===== config.mk =====
export PLATFORM = sky130hd
export DESIGN_NAME = game_controller
export DESIGN_NICKNAME = d
export VERILOG_FILES = /design/src/rtl/game_controller.sv
export SDC_FILE = /design/constraint.sdc
export NUM_CORES = 1
export LEC_CHECK = 0
export CAP_MARGIN = 20
export CELL_PAD_IN_SITES_DETAIL_PLACEMENT = 1
export CELL_PAD_IN_SITES_GLOBAL_PLACEMENT = 1
export CORE_MARGIN = 1.5
export CORE_UTILIZATION = 40
export CTS_BUF_LIST = sky130_fd_sc_hd__clkbuf_4
export DETAILED_ROUTE_END_ITERATION = 7
export PLACE_DENSITY_LB_ADDON = 0.1
export SLEW_MARGIN = 20
export SYNTH_ARGS = -nofsm -noshare
export SYNTH_HDL_FRONTEND = slang
export SYNTH_SLANG_ARGS = --single-unit
export TNS_END_PERCENT = 30

===== constraint.sdc =====
create_clock -name clk -period 7.2 [get_ports clk]
set_input_delay 1.08 -clock clk [delete_from_list [all_inputs] [get_ports clk]]
set_output_delay 1.08 -clock clk [all_outputs]
set_load 0.005 [all_outputs]

===== src/rtl/game_controller.sv =====
// game_controller: round FSM owning start, lives, countdown and level progression.
// Optional streak bonus life enabled by defining GAME_CONTROLLER_STREAK_BONUS_EN.
module game_controller #(
   parameter int START_LIVES      = 3,
   parameter int MAX_LIVES        = 5,
   parameter int GAME_S           = 60,
   parameter int HITS_PER_LEVEL   = 5,
   parameter int N_LEVELS         = 8,
   parameter int BASE_INTERVAL_MS = 1000,
   parameter int STEP_MS          = 100,
   parameter int STREAK_LEN       = 5
) (
   input  logic       clk,
   input  logic       rst,
   input  logic       tick,
   input  logic       start_pulse,
   input  logic       hit_pulse,
   input  logic       miss_pulse,
   output logic       playing,
   output logic       game_over,
   output logic [2:0] lives,
   output logic [2:0] level,
   output logic [6:0] time_left_s,
   output logic [9:0] interval_ms
);
   localparam int HW = $clog2(HITS_PER_LEVEL + 1);
   localparam logic [HW-1:0] HPL = HW'(HITS_PER_LEVEL);
   localparam logic [2:0] LSTART = 3'(START_LIVES > MAX_LIVES ? MAX_LIVES : START_LIVES);
   localparam logic [2:0] LTOP = 3'(N_LEVELS - 1);
   localparam logic [6:0] GS = 7'(GAME_S);

   typedef enum logic [1:0] {IDLE, PLAY, OVER} state_t;

   state_t state, state_n;
   logic [2:0] lives_n, level_n;
   logic [6:0] time_n;
   logic [9:0] ms_cnt, ms_n;
   logic [HW-1:0] hit_cnt, hit_n, hit_inc;
   logic fatal_miss;
`ifdef GAME_CONTROLLER_STREAK_BONUS_EN
   localparam int SW = $clog2(STREAK_LEN + 1);
   localparam logic [SW-1:0] SL = SW'(STREAK_LEN);
   localparam logic [2:0] LMAX = 3'(MAX_LIVES);
   logic [SW-1:0] streak, streak_n, streak_inc;
`endif

   assign playing     = (state == PLAY);
   assign game_over   = (state == OVER);
   assign interval_ms = 10'(BASE_INTERVAL_MS - STEP_MS * int'(level));

   // state and round counters
   always_ff @(posedge clk) begin
      if (rst) begin
         state       <= IDLE;
         lives       <= '0;
         level       <= '0;
         time_left_s <= '0;
         ms_cnt      <= '0;
         hit_cnt     <= '0;
`ifdef GAME_CONTROLLER_STREAK_BONUS_EN
         streak      <= '0;
`endif
      end else begin
         state       <= state_n;
         lives       <= lives_n;
         level       <= level_n;
         time_left_s <= time_n;
         ms_cnt      <= ms_n;
         hit_cnt     <= hit_n;
`ifdef GAME_CONTROLLER_STREAK_BONUS_EN
         streak      <= streak_n;
`endif
      end
   end

   // next state: start loads, in-play events applied independently, fatal events win over level progress
   always_comb begin
      state_n    = state;
      lives_n    = lives;
      level_n    = level;
      time_n     = time_left_s;
      ms_n       = ms_cnt;
      hit_n      = hit_cnt;
      hit_inc    = hit_cnt + 1'b1;
      fatal_miss = 1'b0;
`ifdef GAME_CONTROLLER_STREAK_BONUS_EN
      streak_n   = streak;
      streak_inc = streak + 1'b1;
`endif
      if (state != PLAY) begin
         if (start_pulse) begin
            state_n = PLAY;
            lives_n = LSTART;
            level_n = '0;
            time_n  = GS;
            ms_n    = 10'd999;
            hit_n   = '0;
`ifdef GAME_CONTROLLER_STREAK_BONUS_EN
            streak_n = '0;
`endif
         end
      end else begin
         if (tick) begin
            ms_n = (ms_cnt != '0) ? ms_cnt - 1'b1 : 10'd999;
            if (ms_cnt == '0 && time_left_s != '0)
               time_n = time_left_s - 1'b1;
         end
         if (hit_pulse) begin
            hit_n = (hit_inc == HPL) ? '0 : hit_inc;
            if (hit_inc == HPL && level != LTOP)
               level_n = level + 1'b1;
         end
         if (miss_pulse) begin
            lives_n    = (lives != '0) ? lives - 1'b1 : '0;
            fatal_miss = (lives == 3'd1);
         end
`ifdef GAME_CONTROLLER_STREAK_BONUS_EN
         if (miss_pulse)
            streak_n = '0;
         else if (hit_pulse) begin
            streak_n = (streak_inc == SL) ? '0 : streak_inc;
            if (streak_inc == SL && lives != LMAX)
               lives_n = lives + 1'b1;
         end
`endif
         if (fatal_miss || time_n == '0) begin
            state_n = OVER;
            level_n = level;
            hit_n   = hit_cnt;
         end
      end
   end
endmodule


# ---- Word level (Yosys, flattened, before mapping)
# Index checks and enable logic that the tools add are counted.
dict set report totals {
  reg_bits 28
  in_bits 6
  output_inout_bits 25
  word_cells 66
}
dict set report op_classes {
  n_addsub 6
  multipliers 1
  n_eq_ne 8
  mux 27
  n_reduce_logical 18
}
# operator count
set ops {}
lappend ops {{10-bit two-way mux} 4}
lappend ops {{3-bit two-way mux} 13}
lappend ops {{7-bit two-way mux} 5}
lappend ops {{10-bit logical NOT} 1}
lappend ops {{10-bit nonzero test} 1}
lappend ops {{2-bit nonzero test} 5}
lappend ops {{10-bit by 1-bit subtractor with 10-bit output (second input constant)} 1}
lappend ops {{10-bit subtractor (first input constant)} 1}
lappend ops {{5-bit by 3-bit multiplier with 8-bit output (first input constant)} 1}
lappend ops {{7-bit logical NOT} 1}
lappend ops {{7-bit nonzero test} 1}
lappend ops {{7-bit by 1-bit subtractor with 7-bit output (second input constant)} 1}
lappend ops {{3-bit by 1-bit adder with 3-bit output (second input constant)} 2}
lappend ops {{2-bit two-way mux} 3}
lappend ops {{2-bit AND reduction} 3}
lappend ops {{2-bit inequality test (second input constant)} 2}
lappend ops {{4-bit AND reduction} 1}
lappend ops {{3-bit by 1-bit equality test with 1-bit output (second input constant)} 1}
lappend ops {{3-bit equality test (second input constant)} 1}
lappend ops {{3-bit inequality test (second input constant)} 1}
lappend ops {{3-bit AND reduction} 1}
lappend ops {{3-bit nonzero test} 1}
lappend ops {{3-bit by 1-bit subtractor with 3-bit output (second input constant)} 1}
lappend ops {{2-bit by 1-bit equality test with 1-bit output (second input constant)} 1}
lappend ops {{5 further kinds} 7}

# ---- Depth between registers and ports, before layout
# Gate-level depths: netlist of run 1.
dict set report depth {
  word_depth 9
  depth_mapped 10
  ltp_nobuf 9
}

# ---- Worst setup path before layout of run 1
# OpenSTA, ideal clock, no wires.
dict set report synth_path {
  path_kind {input to register}
  from {input tick}
  to {register level[0]}
  arrival_time_ns 2.996
  required_ns 7.077
  slack_ns 4.081
  cell_stages 7
  path_buffers 1
  path_cell_list {clkbuf_1 -> nor4b_1 -> nand3_2 -> mux2_4 -> or4_4 -> nand3_2 -> mux2_1}
}
dict set report synth_between {
  elab_chain_cells 6
}
# element line
set synth_rtl {}
lappend synth_rtl {{from (decl)} 15} ;# input logic tick,
lappend synth_rtl {{7-bit two-way mux} 103} ;# if (tick) begin
lappend synth_rtl {{7-bit two-way mux} 90} ;# if (state != PLAY) begin
lappend synth_rtl {{7-bit logical NOT} 126} ;# if (fatal_miss || time_n == '0) begin
lappend synth_rtl {{1-bit logical OR} 126}
lappend synth_rtl {{2-bit inequality test (no line)} -}
lappend synth_rtl {{4-bit AND reduction (no line)} -}
lappend synth_rtl {{to (signal assigned)} 66} ;# level <= level_n;
lappend synth_rtl {{to (decl)} 22} ;# output logic [2:0] level,
# No other way between the ends. The select of a mux whose other input is x is not followed.
# A chain may end at the register's enable or synchronous reset.

# ---- Worst setup path in the final report of run 1
dict set report layout_path {
  from {register level[2]}
  to {output interval_ms[9]}
}
dict set report layout_between {
  elab_chain_cells 2
}
# element line
set layout_rtl {}
lappend layout_rtl {{5-bit by 3-bit multiplier with 8-bit output} 49} ;# assign interval_ms = 10'(BASE_INTERVAL_MS - STEP_MS * int'(level));
lappend layout_rtl {{10-bit subtractor} 49}
lappend layout_rtl {{to (decl)} 24} ;# output logic [9:0] interval_ms
# No other way between the ends.

==> flow_summary.json, run 1 <==
{
  "status": "finished clean",
  "yosysSeqAreaShare": 0.3075,
  "leakage_uw": 0.0008399,
  "placementRows": 24,
  "die_h_um": 70.51,
  "min_period_ns": 3.612,
  "syn_avg_cell_area_um2": 8.212,
  "fp.coreArea_um2": 4384,
  "dp_hpwl_um": 3270,
  "remaining_drc_errors": 0,
  "ys_seq_elements": 28,
  "syn_inst": 222,
  "synth-compound-area-share": 0.1455,
  "grt_pass1_vias": 1658,
  "period_share": 0.5016,
  "critPathCaptureType": "output pin",
  "worstPathArrival_ns": 2.53,
  "async_reset_ff_frac": 0,
  "port-buffer-count": 28,
  "fmax_ghz": 0.2769,
  "top_level_ports": 31,
  "wl_um": 4444,
  "clock_latency_ns": 0.35,
  "htree_num_levels": 1,
  "cts_root_buffer": "clkbuf_4",
  "synth_cell_type_count": 48,
  "synth.area.mux_share": 0.05422,
  "die_width_um": 70.51,
  "layout-drive-gt1-share": 0.06531,
  "grt_use_total": 0.1918,
  "setup_viol": 0,
  "synthXorXnorAreaFrac": 0.04324,
  "hold_violations": 0,
  "synth_flop_cell": "dfxtp_1",
  "synth-edff-count": 0,
  "hold_buffers": 0,
  "crit_fanout": 7,
  "drtIter0Drc": 50,
  "drtPass1Iterations": 4,
  "ir_drop_uv": 115.6,
  "finish.utilization": 0.4943,
  "max_cap_violations": 0,
  "relSlewSlack": 0.6059,
  "synth.largest_area_cell": "dfxtp_1",
  "power_uw": 398.3,
  "synth_area_leaders": "dfxtp_1, ha_1, nor2_1",
  "finalMaxSlewViolations": 0,
  "timing.final.ws_setup_ns": 3.588,
  "area_growth_pct": 18.87,
  "nets": 266,
  "tightest_slew_ns": 0.5912,
  "crit_required_ns": 6.12,
  "cts_resized": 0,
  "antenna_found_initial": 0,
  "synth_top_family_by_area": "simple AND/OR/NAND/NOR gates",
  "cts_sinks": 28,
  "vias_per_cell": 5.599,
  "cts_buffers": 3,
  "gp_congestion": 0.7191,
  "synth-adder-area-share": 0.09609,
  "synth_simple_gate_area_frac": 0.2999,
  "clk_pin_slew_ns": 0.16,
  "start_util": 0.4158,
  "n_antenna_cell": 0,
  "cts_tree": "done",
  "postCtsSetupBuffers": 0,
  "pre_cts_slack_ns": 3.456,
  "synth_area_um2": 1823,
  "clock_skew_ns": 0.01313,
  "finalSetupTns_ns": 0,
  "routedWlPerCell_um": 14.96,
  "grt_max_degree": 32,
  "hp-class": "flip-flop to flip-flop",
  "clockBufferDepth": 2,
  "dieArea_um2": 4972,
  "critPathLaunchType": "flip-flop",
  "critPathKind": "flip-flop to output pin",
  "grt_pass1_wl_um": 7810,
  "grt_overflow_total": 0,
  "cellPowerDensity_nw_per_um2": 183.8,
  "ant_nets": 0,
  "yosys_warnings": 0,
  "fillers": 547,
  "rsz0062_at_grt": "false",
  "vias": 1663,
  "netlist.area_leader.share": 0.3075
}
layout make-up:
| cell class | instances | area (um2) | area share |
|---|---|---|---|
| Clock buffer | 3 | 22.52 | 0.01039 |
| Multi-Input combinational cell | 174 | 1172 | 0.5410 |
| Timing Repair Buffer | 28 | 275.3 | 0.1270 |
| Clock inverter | 1 | 30.03 | 0.01386 |
| Sequential cell | 28 | 560.5 | 0.2587 |
| Inverter | 11 | 41.29 | 0.01905 |
| Tap cell | 52 | 65.06 | 0.03002 |
stage by stage:
step                      instances  hold WS, ns  area [um2]
final                           297       0.5055        2167
after global routing            297       0.5314        2167
after CTS                       297       0.5053        2167
after detailed placement        293       0.4842        2115
after global placement          293       0.4740        2120
after floorplan                 223       0.4616        1827
routing by layer:
metal  GRT usage  part of all wire  vias to the layer above
met5           0                 0                        -
met4     0.04487             0.010                        0
met3     0.02309             0.026                        5
met2      0.3249              0.46                       26
met1      0.2609              0.50                      795
li1            -                 -                      837
path summary, 6_finish.rpt:
path | start | endpoint | slack, ns | depth (start not counted)
setup / recovery | level[2] | interval_ms[9] | 3.59 | 7
setup reg to reg | ms_cnt[0] | level[0] | 4.29 | 9
hold / removal | state[0] | state[0] | 0.51 | 2
hold reg to reg | state[0] | state[0] | 0.51 | 2
placed cells by master (no fill, tap or decap), types with 2 or more instances in the layout:
cell type        Yosys  routed
and3_1               2       2
and2_1               2       2
nor3b_1              4       4
nor2b_1              5       5
a211oi_1             2       2
clkbuf_4             0       3
dfxtp_1             28      28
nand2b_1             5       5
conb_1               1       2
nor4bb_1             2       2
inv_1               10      10
nor3_1              11      11
nand4_1              4       4
nand2_1             16      16
nor2_1              23      23
ha_1                14      14
a21oi_1             15      15
clkdlybuf4s50_1      0      27
nor4_1               4       4
nand3_1              8       8
xnor2_1              7       7
mux2i_1              5       5
nand3_2              2       2
a31oi_1              2       2
xor2_1               2       2
a311oi_1             5       5
mux2_1               2       2
o21ai_0             11      11
report_power, final:
part	total [uW]	switching, uW	internal (uW)
clock	107	50.4	56.4
combinational	105	55.4	49.8
sequential	186	18.1	168
state kept, by name, indices dropped and copies added (netlist names):
| register | count |
|---|---|
| ms_cnt | 10 |
| level | 3 |
| state | 2 |
| hit_cnt | 3 |
| time_left_s | 7 |
| lives | 3 |
worst max-delay path, stage by stage (launching register included):
cell             delay (ns)
dfxtp_1                0.49
inv_1                  0.11
ha_1                   0.30
ha_1                   0.22
ha_1                   0.32
nand3_1                0.09
xnor2_1                0.15
clkdlybuf4s50_1        0.52
synth_stat cells (all sizes together), types with 2 or more instances:
cell type / number
a211oi: 2
a21oi: 15
a311oi: 5
a31oi: 2
and2: 2
and3: 3
buf: 4
clkbuf: 6
dfxtp: 28
ha: 14
inv: 10
mux2: 4
mux2i: 5
nand2: 16
nand2b: 5
nand3: 10
nand4: 4
nor2: 23
nor2b: 5
nor3: 11
nor3b: 5
nor4: 5
nor4bb: 2
o21ai: 12
xnor2: 7
xor2: 2
cell families (layout without fill, tap and decap cells):
kind of cell,count (synthesis),in the layout
xor+xnor,9,9
buf+inv,21,43
simple gates,97,97
compound gates,43,43
flops,28,28
fa+ha+maj,14,14
other cells,1,2
mux,9,9
Power figures use the tool's default switching activity.
==> run 2: changes to the inputs <==
- CORE_UTILIZATION: 40 -> 37
- clock period: 7.2 -> 3 ns (I/O delays scaled with it)
==> run 2 against run 1 <==
  * Clock power rose by 140%
  * First-iteration DRC count fell by 8.0%
  * Combinational power grew to 2.7 times the previous value
  * Worst setup slack worse by 3.4 ns
  * Sequential power rose by 140%
==> flow_summary.json, run 2 (synthesis results as in run 1) <==
{
  "status": "finished clean",
  "hp-class": "flip-flop to flip-flop",
  "cts_sinks": 28,
  "clockBufferDepth": 2,
  "drtPass1Iterations": 4,
  "tightest_slew_ns": 0.7457,
  "r2r_setup_slack_ns": 0.27,
  "wl_um": 4623,
  "largest_register_ff_count": 10,
  "remaining_drc_errors": 0,
  "grt_pass1_vias": 1674,
  "finish.utilization": 0.4845,
  "period_share": 0.9429,
  "top_usage_layer": "met2",
  "relSlewSlack": 0.5013,
  "r2r_end": "level[1]",
  "crit_required_ns": 2.55,
  "grt_overflow_total": 0,
  "critPathCaptureType": "output pin",
  "min_path_cells": 2,
  "setup_viol": 0,
  "ant_nets": 0,
  "dieArea_um2": 5357,
  "rr_worst_depth": 9,
  "grt_max_degree": 21,
  "top_register": "ms_cnt",
  "min_from": "hit_cnt[1]",
  "finalSetupTns_ns": 0,
  "n_antenna_cell": 0,
  "vias": 1696,
  "port-buffer-count": 28,
  "ir_drop_uv": 231.9,
  "routedWlPerCell_um": 14.27,
  "grt_use_met1": 0.2449,
  "critPathLaunchType": "flip-flop",
  "drtIter0Drc": 46,
  "cts_root_buffer": "clkbuf_4",
  "final_area_um2": 2288,
  "clk_pin_slew_ns": 0.17,
  "fp.coreArea_um2": 4723,
  "start_util": 0.3860,
  "finalMaxSlewViolations": 0,
  "hold_buffers": 0,
  "min_period_ns": 2.829,
  "final_cell_mix": "dfxtp_1, clkdlybuf4s50_1, nor2_1",
  "layout-drive-gt1-share": 0.1128,
  "vias_per_cell": 5.235,
  "area_growth_pct": 25.53,
  "clock_latency_ns": 0.34,
  "placed_area_um2": 2221,
  "cellPowerDensity_nw_per_um2": 429.0,
  "grt_pass1_wl_um": 8079,
  "fillers": 565,
  "met3_usage": 0.02901,
  "cts_tree": "done",
  "reg.largest.list": "ms_cnt (10), time_left_s (7)",
  "hold_end": "hit_cnt[1]",
  "die_h_um": 73.19,
  "htree_num_levels": 1,
  "max_cap_violations": 0,
  "hold_violations": 0,
  "die_width_um": 73.19,
  "crit_fanout": 5,
  "placementRows": 25,
  "dp_hpwl_um": 3556,
  "grt_use_total": 0.1914,
  "grtUsageMet2": 0.3394,
  "critPathKind": "flip-flop to output pin",
  "worst_hold_slack_ns": 0.5065,
  "fmax_ghz": 0.3535,
  "leakage_uw": 0.0008998,
  "worstPathArrival_ns": 2.38,
  "antenna_found_initial": 0,
  "worstReg2RegStart": "ms_cnt[0]",
  "rsz0062_at_grt": "false",
  "clock_skew_ns": 0.01349,
  "gp_congestion": 0.8041,
  "top_level_ports": 31,
  "nets": 278,
  "cts_buffers": 3
}
==> run 2: cell types whose count changed in the layout (fill, tap and decap cells not counted), sizes merged <==
cell,delta
buf,+11
dlymetal6s2s,+1
==> run 2: where the power goes <==
group,leakage (uW),internal [uW],switching (uW)
Clock,0.0000279,135,123
Sequential,0.000231,403,37.7
Combinational,0.000641,138,145
==> run 2: metal layers <==
metal	wire length [um]	share of wire	vias up
li1	-	-	857
met1	2152	0.47	807
met2	2290	0.50	30
met3	155	0.034	2
met4	25	0.0054	0
met5	0	0	-
==> run 2: area by class of cell <==
class | count | area [um2] | area share
inverter | 11 | 41.29 | 0.01804
timing repair buffer | 40 | 372.9 | 0.1629
sequential | 28 | 564.3 | 0.2466
tap | 67 | 83.83 | 0.03663
multi-input combinational | 174 | 1174 | 0.5129
clock buffer | 3 | 22.52 | 0.009841
clock inverter | 1 | 30.03 | 0.01312
==> run 2: how the worst max path moves through the flow <==
stage,end,slack (ns),from,cells after the start
5_1_grt,interval_ms[8],0.04,level[1],6
3_3_place_gp,level[1],0.14,tick,7
2_1_floorplan,level[0],0.43,ms_cnt[0],10
6_report,interval_ms[8],0.17,level[1],6
3_5_place_dp,level[0],0.11,tick,8
4_1_cts,interval_ms[9],0.03,level[1],7
==> run 2: what timing repair did <==
action,in CTS,in global routing
gates resized for setup,0,4
setup endpoints to repair,0,3
buffers inserted,0,1
==> run 2: critical path: stages, from the launching register on <==
cell             delay [ns]
dfxtp_4                0.40
inv_1                  0.09
ha_1                   0.31
ha_1                   0.33
nor3b_1                0.25
xnor2_1                0.15
clkdlybuf4s50_1        0.51
==> run 2: stage by stage <==
stage	power [uW]	setup WS (ns)	std cells
after global placement	729.6	0.1405	319
final	981.8	0.1713	324
after floorplan	624.8	0.4264	223
after global routing	1052	0.03924	324
after detailed placement	733.5	0.1077	319
after CTS	999.8	0.03496	323
